## config.mk

```make
export PLATFORM = sky130hd
export DESIGN_NAME = lcd_responder
export DESIGN_NICKNAME = d
export VERILOG_FILES = /design/src/rtl/lcd_responder.sv
export SDC_FILE = /design/constraint.sdc
export NUM_CORES = 1
export LEC_CHECK = 0
export CAP_MARGIN = 15
export CORE_UTILIZATION = 55
export CTS_CLUSTER_DIAMETER = 80
export DETAILED_ROUTE_END_ITERATION = 16
export GPL_TIMING_DRIVEN = 0
export PLACE_DENSITY = 0.91
export SYNTH_ARGS = -nofsm -noshare
export SYNTH_HDL_FRONTEND = slang
export SYNTH_SLANG_ARGS = --single-unit
```

## constraint.sdc

```tcl
create_clock -name CLK -period 2.4 [get_ports CLK]
set_input_delay 0.24 -clock CLK [delete_from_list [all_inputs] [get_ports CLK]]
set_output_delay 0.24 -clock CLK [all_outputs]
set_load 0.01 [all_outputs]
```

## src/rtl/lcd_responder.sv

```systemverilog
// HD44780-compatible bus responder: decodes host strobes, tracks AC and display
// flags, and answers busy/address status reads.
module lcd_responder #(
  parameter int BUSY_CYCLES = 37,
  parameter int LONG_CYCLES = 1520
) (
  input  logic       CLK,
  input  logic       RESET_N,
  input  logic [3:0] LCD_D,
  input  logic       LCD_E,
  input  logic       LCD_RW,
  input  logic       LCD_RS,
  output logic [3:0] LCD_D_OUT,
  output logic       LCD_D_OE,
  output logic       busy_flag,
  output logic       cmd_valid,
  output logic       cmd_rs,
  output logic [7:0] cmd_byte,
  output logic [6:0] addr,
  output logic       mode4bit,
  output logic       display_on,
  output logic       cursor_on,
  output logic       blink_on,
  output logic       entry_id,
  output logic       entry_s,
  output logic       protocol_err
);

  localparam int MAX_CYCLES = (LONG_CYCLES > BUSY_CYCLES) ? LONG_CYCLES : BUSY_CYCLES;
  localparam int CW = $clog2(MAX_CYCLES + 1);

  logic          e_s, e_s_d, rw_s, rs_s;
  logic [3:0]    d_s;
  logic          phase;   // 0 = expecting high nibble, 1 = expecting low nibble
  logic [3:0]    hi_nib;
  logic [CW-1:0] count;

  logic          fall, busy, byte_done, wr_ok, wr_err;
  logic [7:0]    byte_in;

  assign fall      = e_s_d & ~e_s;
  assign busy      = (count != '0);
  assign busy_flag = busy;

  always_comb begin
    byte_done = fall & (~mode4bit | phase);
    byte_in   = mode4bit ? {hi_nib, d_s} : {d_s, 4'b0000};
    wr_ok     = byte_done & ~rw_s & ~busy;
    wr_err    = byte_done & ~rw_s & busy;
  end

  always_ff @(posedge CLK) begin
    if (!RESET_N) begin
      e_s          <= 1'b0;
      e_s_d        <= 1'b0;
      rw_s         <= 1'b0;
      rs_s         <= 1'b0;
      d_s          <= 4'h0;
      phase        <= 1'b0;
      hi_nib       <= 4'h0;
      count        <= '0;
      LCD_D_OUT    <= 4'h0;
      LCD_D_OE     <= 1'b0;
      cmd_valid    <= 1'b0;
      cmd_rs       <= 1'b0;
      cmd_byte     <= 8'h00;
      addr         <= 7'h00;
      mode4bit     <= 1'b0;
      display_on   <= 1'b0;
      cursor_on    <= 1'b0;
      blink_on     <= 1'b0;
      entry_id     <= 1'b1;
      entry_s      <= 1'b0;
      protocol_err <= 1'b0;
    end else begin
      e_s          <= LCD_E;
      e_s_d        <= e_s;
      d_s          <= LCD_D;
      rw_s         <= LCD_RW;
      rs_s         <= LCD_RS;
      cmd_valid    <= 1'b0;
      protocol_err <= wr_err;
      LCD_D_OE     <= e_s & rw_s;

      if (rs_s)
        LCD_D_OUT <= 4'h0;
      else if (mode4bit && phase)
        LCD_D_OUT <= addr[3:0];
      else
        LCD_D_OUT <= {busy, addr[6:4]};

      if (busy)
        count <= count - 1'b1;

      // Reads advance the nibble phase too, so host and responder stay paired.
      if (fall && mode4bit) begin
        phase <= ~phase;
        if (!phase)
          hi_nib <= d_s;
      end

      if (wr_ok) begin
        cmd_valid <= 1'b1;
        cmd_rs    <= rs_s;
        cmd_byte  <= byte_in;
        if (rs_s) begin
          addr  <= entry_id ? addr + 7'd1 : addr - 7'd1;
          count <= CW'(BUSY_CYCLES);
        end else begin
          if (byte_in != 8'd0)
            count <= (byte_in <= 8'd3) ? CW'(LONG_CYCLES) : CW'(BUSY_CYCLES);
          casez (byte_in)
            8'b1???????: addr <= byte_in[6:0];
            8'b01??????: begin end  // CGRAM address: AC untouched
            8'b001?????: begin
              mode4bit <= ~byte_in[4];
              phase    <= 1'b0;
            end
            8'b0001????: begin
              if (!byte_in[3])
                addr <= byte_in[2] ? addr + 7'd1 : addr - 7'd1;
            end
            8'b00001???: begin
              display_on <= byte_in[2];
              cursor_on  <= byte_in[1];
              blink_on   <= byte_in[0];
            end
            8'b000001??: begin
              entry_id <= byte_in[1];
              entry_s  <= byte_in[0];
            end
            8'b0000001?: addr <= 7'h00;
            8'b00000001: begin
              addr     <= 7'h00;
              entry_id <= 1'b1;
            end
            default: begin end
          endcase
        end
      end
    end
  end

endmodule
```

## Word-level counts from Yosys, hierarchy flattened

Index checks and enable logic that the tools add are counted.

- Add/sub/neg operators: 3
- Magnitude comparators: 1
- Equal/unequal tests: 7
- Mux-type cells: 18
- Bitwise logic cells: 15
- Reduce and logical (&&, ||, !) cells: 14

Operators with widths:

| cell | number |
|---|---|
| 11-bit two-way mux | 5 |
| 7-bit two-way mux | 4 |
| 7-bit case mux with 3 select lines | 1 |
| 3-bit AND reduction | 5 |
| 11-bit nonzero test | 1 |
| 11-bit by 1-bit subtractor with 11-bit output (second input constant) | 1 |
| 8-bit by 1-bit equality test with 1-bit output (second input constant) | 1 |
| 8-bit by 2-bit less-or-equal comparator with 1-bit output (second input constant) | 1 |
| 8-bit two-way mux | 1 |
| 1-bit inverter | 8 |
| 8-bit nonzero test | 1 |
| 7-bit by 1-bit adder with 7-bit output (second input constant) | 1 |
| 7-bit by 1-bit equality test with 1-bit output (second input constant) | 1 |
| 7-bit by 1-bit subtractor with 7-bit output (second input constant) | 1 |
| 1-bit AND | 6 |
| 6-bit by 1-bit equality test with 1-bit output (second input constant) | 1 |
| 5-bit by 1-bit equality test with 1-bit output (second input constant) | 1 |
| 1-bit two-way mux | 5 |
| 4-bit by 1-bit equality test with 1-bit output (second input constant) | 1 |
| 4-bit two-way mux | 1 |
| 4-bit nonzero test | 1 |
| 2-bit OR reduction | 2 |
| 3-bit by 1-bit equality test with 1-bit output (second input constant) | 1 |
| 3-bit inequality test (second input constant) | 1 |
| other kinds (5) | 6 |

- Register bits after elaboration: 53
- Input port bits: 9
- Output and inout bits: 30
- Word-level logic and storage cells: 79

## Longest topological paths before layout

- Depth after elaboration: 7
- Depth in mapped cells: 9
- Mapped depth without buffers: 8

## Least setup slack after synthesis

OpenSTA, ideal clock, no wires.

- Path type: register to register
- Start: reg mode4bit
- End: reg hi_nib[0]
- Library setup time: 0.128 ns
- Data arrival time: 1.833 ns
- Data required time: 2.272 ns
- Slack: 0.439 ns
- Cell stages (with the launch flop): 9
- Buffers on the path: 4
- Period minus slack after synthesis: 1.961 ns
- Path through: dfxtp_1 -> buf_4 -> buf_4 -> clkbuf_1 -> nor3b_1 -> ha_1 -> buf_1 -> mux2i_1 -> nor2_1

- Cells in the longest elaborated chain, start to end: 2

Ends and longest elaborated chain:

| item | RTL line | text |
|---|---|---|
| start: declaration | 20 | `output logic mode4bit,` |
| start signal: assignment | 116 | `mode4bit <= ~byte_in[4];` |
| 1-bit logical AND | 96 | `if (fall && mode4bit) begin` |
| 2-bit AND reduction (no line) | -- |  |
| end signal: assignment | 99 | `hi_nib <= d_s;` |
| end: declaration | 35 | `logic [3:0] hi_nib;` |

Every way passes these cells.
A chain may end at the register's enable or synchronous reset.

## Worst setup path after layout

- Start: reg count[4]
- End: out busy_flag

- Cells in the longest elaborated chain, start to end: 1

Ends and longest elaborated chain:

| item | RTL line | text |
|---|---|---|
| start: declaration | 36 | `logic [CW-1:0] count;` |
| start signal: assignment | 93 | `count <= count - 1'b1;` |
| start signal: assignment | 108 | `count <= CW'(BUSY_CYCLES);` |
| start signal: assignment | 111 | `count <= (byte_in <= 8'd3) ? CW'(LONG_CYCLES) : CW'(BUSY_CYCLES);` |
| 11-bit nonzero test | 42 | `assign busy = (count != '0);` |
| end: declaration | 15 | `output logic busy_flag,` |

Every way passes these cells.

==> metrics.yaml <==
areaGrowthSynthToFinish_pct: 20.3
antenna_left: 0
crit_slowest_cell: "nor4_2"
crit_arrival_ns: 1.99
ys_seq_area_share_pct: 37.3
htree_levels: 2
setup_viol: 0
worstSkewPairLatency_ns: 0.31
cp_cell_sequence: "nor4_2, and3_2, buf_4, inv_4, dlygate4sd2_1"
min_path_type: "reg -> reg"
track_usage_pct: 29.5
fmax_ghz: 0.449
synth_area_sq_um: 2840
synth-edff-count: 0
slew_viol_final: 0
nFillCells: 403
core.rowCount: 25
synthMostInstantiatedCell: "dfxtp_1"
cts_root_buf: "clkbuf_8"
start_util_pct: 58.6
cp-start-kind: "flop"
rsz0062_at_grt: "false"
crit_required_ns: 2.16
cts_setup_buffers: 0
ys_async_sr_fraction_pct: 0
core-area_sq_um: 4850
power_density_nw_per_um2: 672
synth_common_cells: "53 x dfxtp_1, 30 x nand2_1, 26 x nor2_1"
tns_ns: 0
max_stage_delay_ns: 0.40
grt_pass1_vias: 2454
synth_top_family_by_area: "simple AND/OR/NAND/NOR gates"
regArea_sq_um: 1060
p_total_mw: 2.30
wl_per_cell_microns: 17.0
wl_met2_microns: 3480
status: "finished clean"
place_hpwl_microns: 5390
criticalPathCategory: "reg -> out"
dr.pass1.iters: 5
synth_xor_area_share_pct: 3.70
drt-met1-wl_microns: 3260
cts-buffers-inserted: 5
route.detailed.drc: 0
route.vias.total: 2738
multi_input_area_sq_um: 1640
synth.top_cell.area_share_pct: 37.3
synth_compound_area_share_pct: 19.4
die_x_microns: 73.9
antenna_cells: 0
totalWireLength_microns: 7460
first_iter_violations: 302
grt_max_degree: 17
clkTransAtPathRegs_ns: 0.10
grt_pass1_wl_microns: 12100
synth.largest_area_cell: "dfxtp_1"
synthAdderAreaFrac_pct: 2.20
period_share_pct: 92.8
fin_worst_skew_ns: 0.00808
synthesis.nets: 341
synth_area_leaders: "dfxtp_1 37%, mux2i_1 4.6%, nand2_1 4.0%"
maxCapViolations: 0
dieHeight_microns: 73.9
ios: 39
yosys.area_share.simple_pct: 26.6
antenna_found_initial: 0
highest_layer: "met4"
routabilityCongestion: 0.947
irDropWorstVdd_mv: 0.479
cts_tree: "done"
worstMarginPinSlew_ns: 0.760
yosys_most_used_dff: "dfxtp_1"
ys_ff_latch: 53
end_kind: "primary output"
drive_gt1_share_pct: 11.0
viasPerCell: 6.22
relSlewSlack_pct: 48.8
wl_met3_microns: 507
syn-instance-count: 327
synthMuxAreaShare_pct: 5.37
ys.warnings.count: 0
gr-total-overflow: 0
hold_viol: 0
die_area_sq_um: 5460
crit_fanout: 10
min_period_ns: 2.23
portBuffers: 38
power.leakage_nw: 1.21
avgSynthCellArea_sq_um: 8.69
cts_sinks: 53
clock_path_buffers: 2
nNetsFinal: 386
synth_cell_type_count: 63
## cell type report
type / count / area share (%)
Buffer: 23 / 3.41
Clock buffer: 6 / 2.12
Clock inverter: 2 / 0.403
Timing Repair Buffer: 38 / 11.1
Tap cell: 67 / 2.45
Inverter: 11 / 1.28
Multi-Input combinational cell: 240 / 48.1
Sequential cell: 53 / 31.1
## final timing paths
path,startpoint,end,slack (ns),cells after the start
setup / recovery,count[4],busy_flag,0.17,5
hold / removal,cmd_rs,cmd_rs,0.47,2
setup reg to reg,mode4bit,hi_nib[0],0.18,8
hold reg to reg,cmd_rs,cmd_rs,0.47,2
## state kept, by name (all words and copies together) (netlist names), 4 cells and up
register / count
d_s: 4
LCD_D_OUT: 4
addr: 7
count: 11
hi_nib: 4
cmd_byte: 8
## cell usage in the layout (no fill, tap or decap), types with 3 or more instances in the layout
master           Yosys  routed
mux2i_1             13      12
a211oi_1             5       5
ha_1                 5       5
and2_1              13      13
nand3b_1             3       3
clkdlybuf4s50_1      0      37
o21ai_0             10      10
clkbuf_1            14      14
nand4_1              5       5
nand2_1             30      30
a32o_1               4       4
or4_1                3       3
a31oi_1              5       5
nor3b_1              6       6
dfxtp_1             53      51
a32oi_1              4       4
xnor2_1              6       6
buf_4                2       3
nor2_1              26      26
clkbuf_8             0       5
nand2b_1             4       4
and3_1               5       4
nor3_1               5       5
a21oi_1             18      18
nand3_1             14      14
or3_1                4       4
xor2_1               6       6
inv_1                7       7
## kinds of logic (layout without fill, tap and decap cells)
group           after synthesis  count (layout)
compound gates               71              71
buf+inv                      34              80
simple gates                137             137
xor+xnor                     12              12
mux                          15              15
flops                        53              53
fa+ha+maj                     5               5
## critical path, delay by kind of cell, from the launching register on
kind	cells	cell delay [ns]
buffers and inverters	3	0.58
DFF	1	0.38
and+or+nand+nor	2	0.71
## metrics by stage
stage / instance area (sq um) / util (%) / hold slack (ns) / instances / setup WS, ns
3_3_place_gp: 3310 / 68.2 / 0.449 / 432 / 0.123
5_1_grt: 3420 / 70.5 / 0.485 / 440 / 0.0433
4_1_cts: 3410 / 70.2 / 0.470 / 440 / 0.0173
2_1_floorplan: 2840 / - / 0.367 / 327 / 0.439
3_5_place_dp: 3310 / 68.2 / 0.454 / 432 / 0.0516
6_report: 3420 / 70.5 / 0.469 / 440 / 0.173
## per-layer routing
layer | vias to the layer above | GRT usage [%]
li1 | 1289 | -
met1 | 1299 | 39.0
met2 | 124 | 47.7
met3 | 26 | 4.66
met4 | 0 | 12.0
met5 | - | 0
## what timing repair did
action	4_1_cts	5_1_grt
hold buffers	0	0
resized for setup	7	4
endpoints found under the hold margin	0	0
endpoints found under the setup margin	1	7
## power breakdown
| part | internal [mW] | switching [mW] |
|---|---|---|
| clock network | 0.209 | 0.299 |
| registers | 0.982 | 0.0980 |
| logic | 0.312 | 0.396 |
| total | 1.50 | 0.793 |
Power figures use the tool's default switching activity.
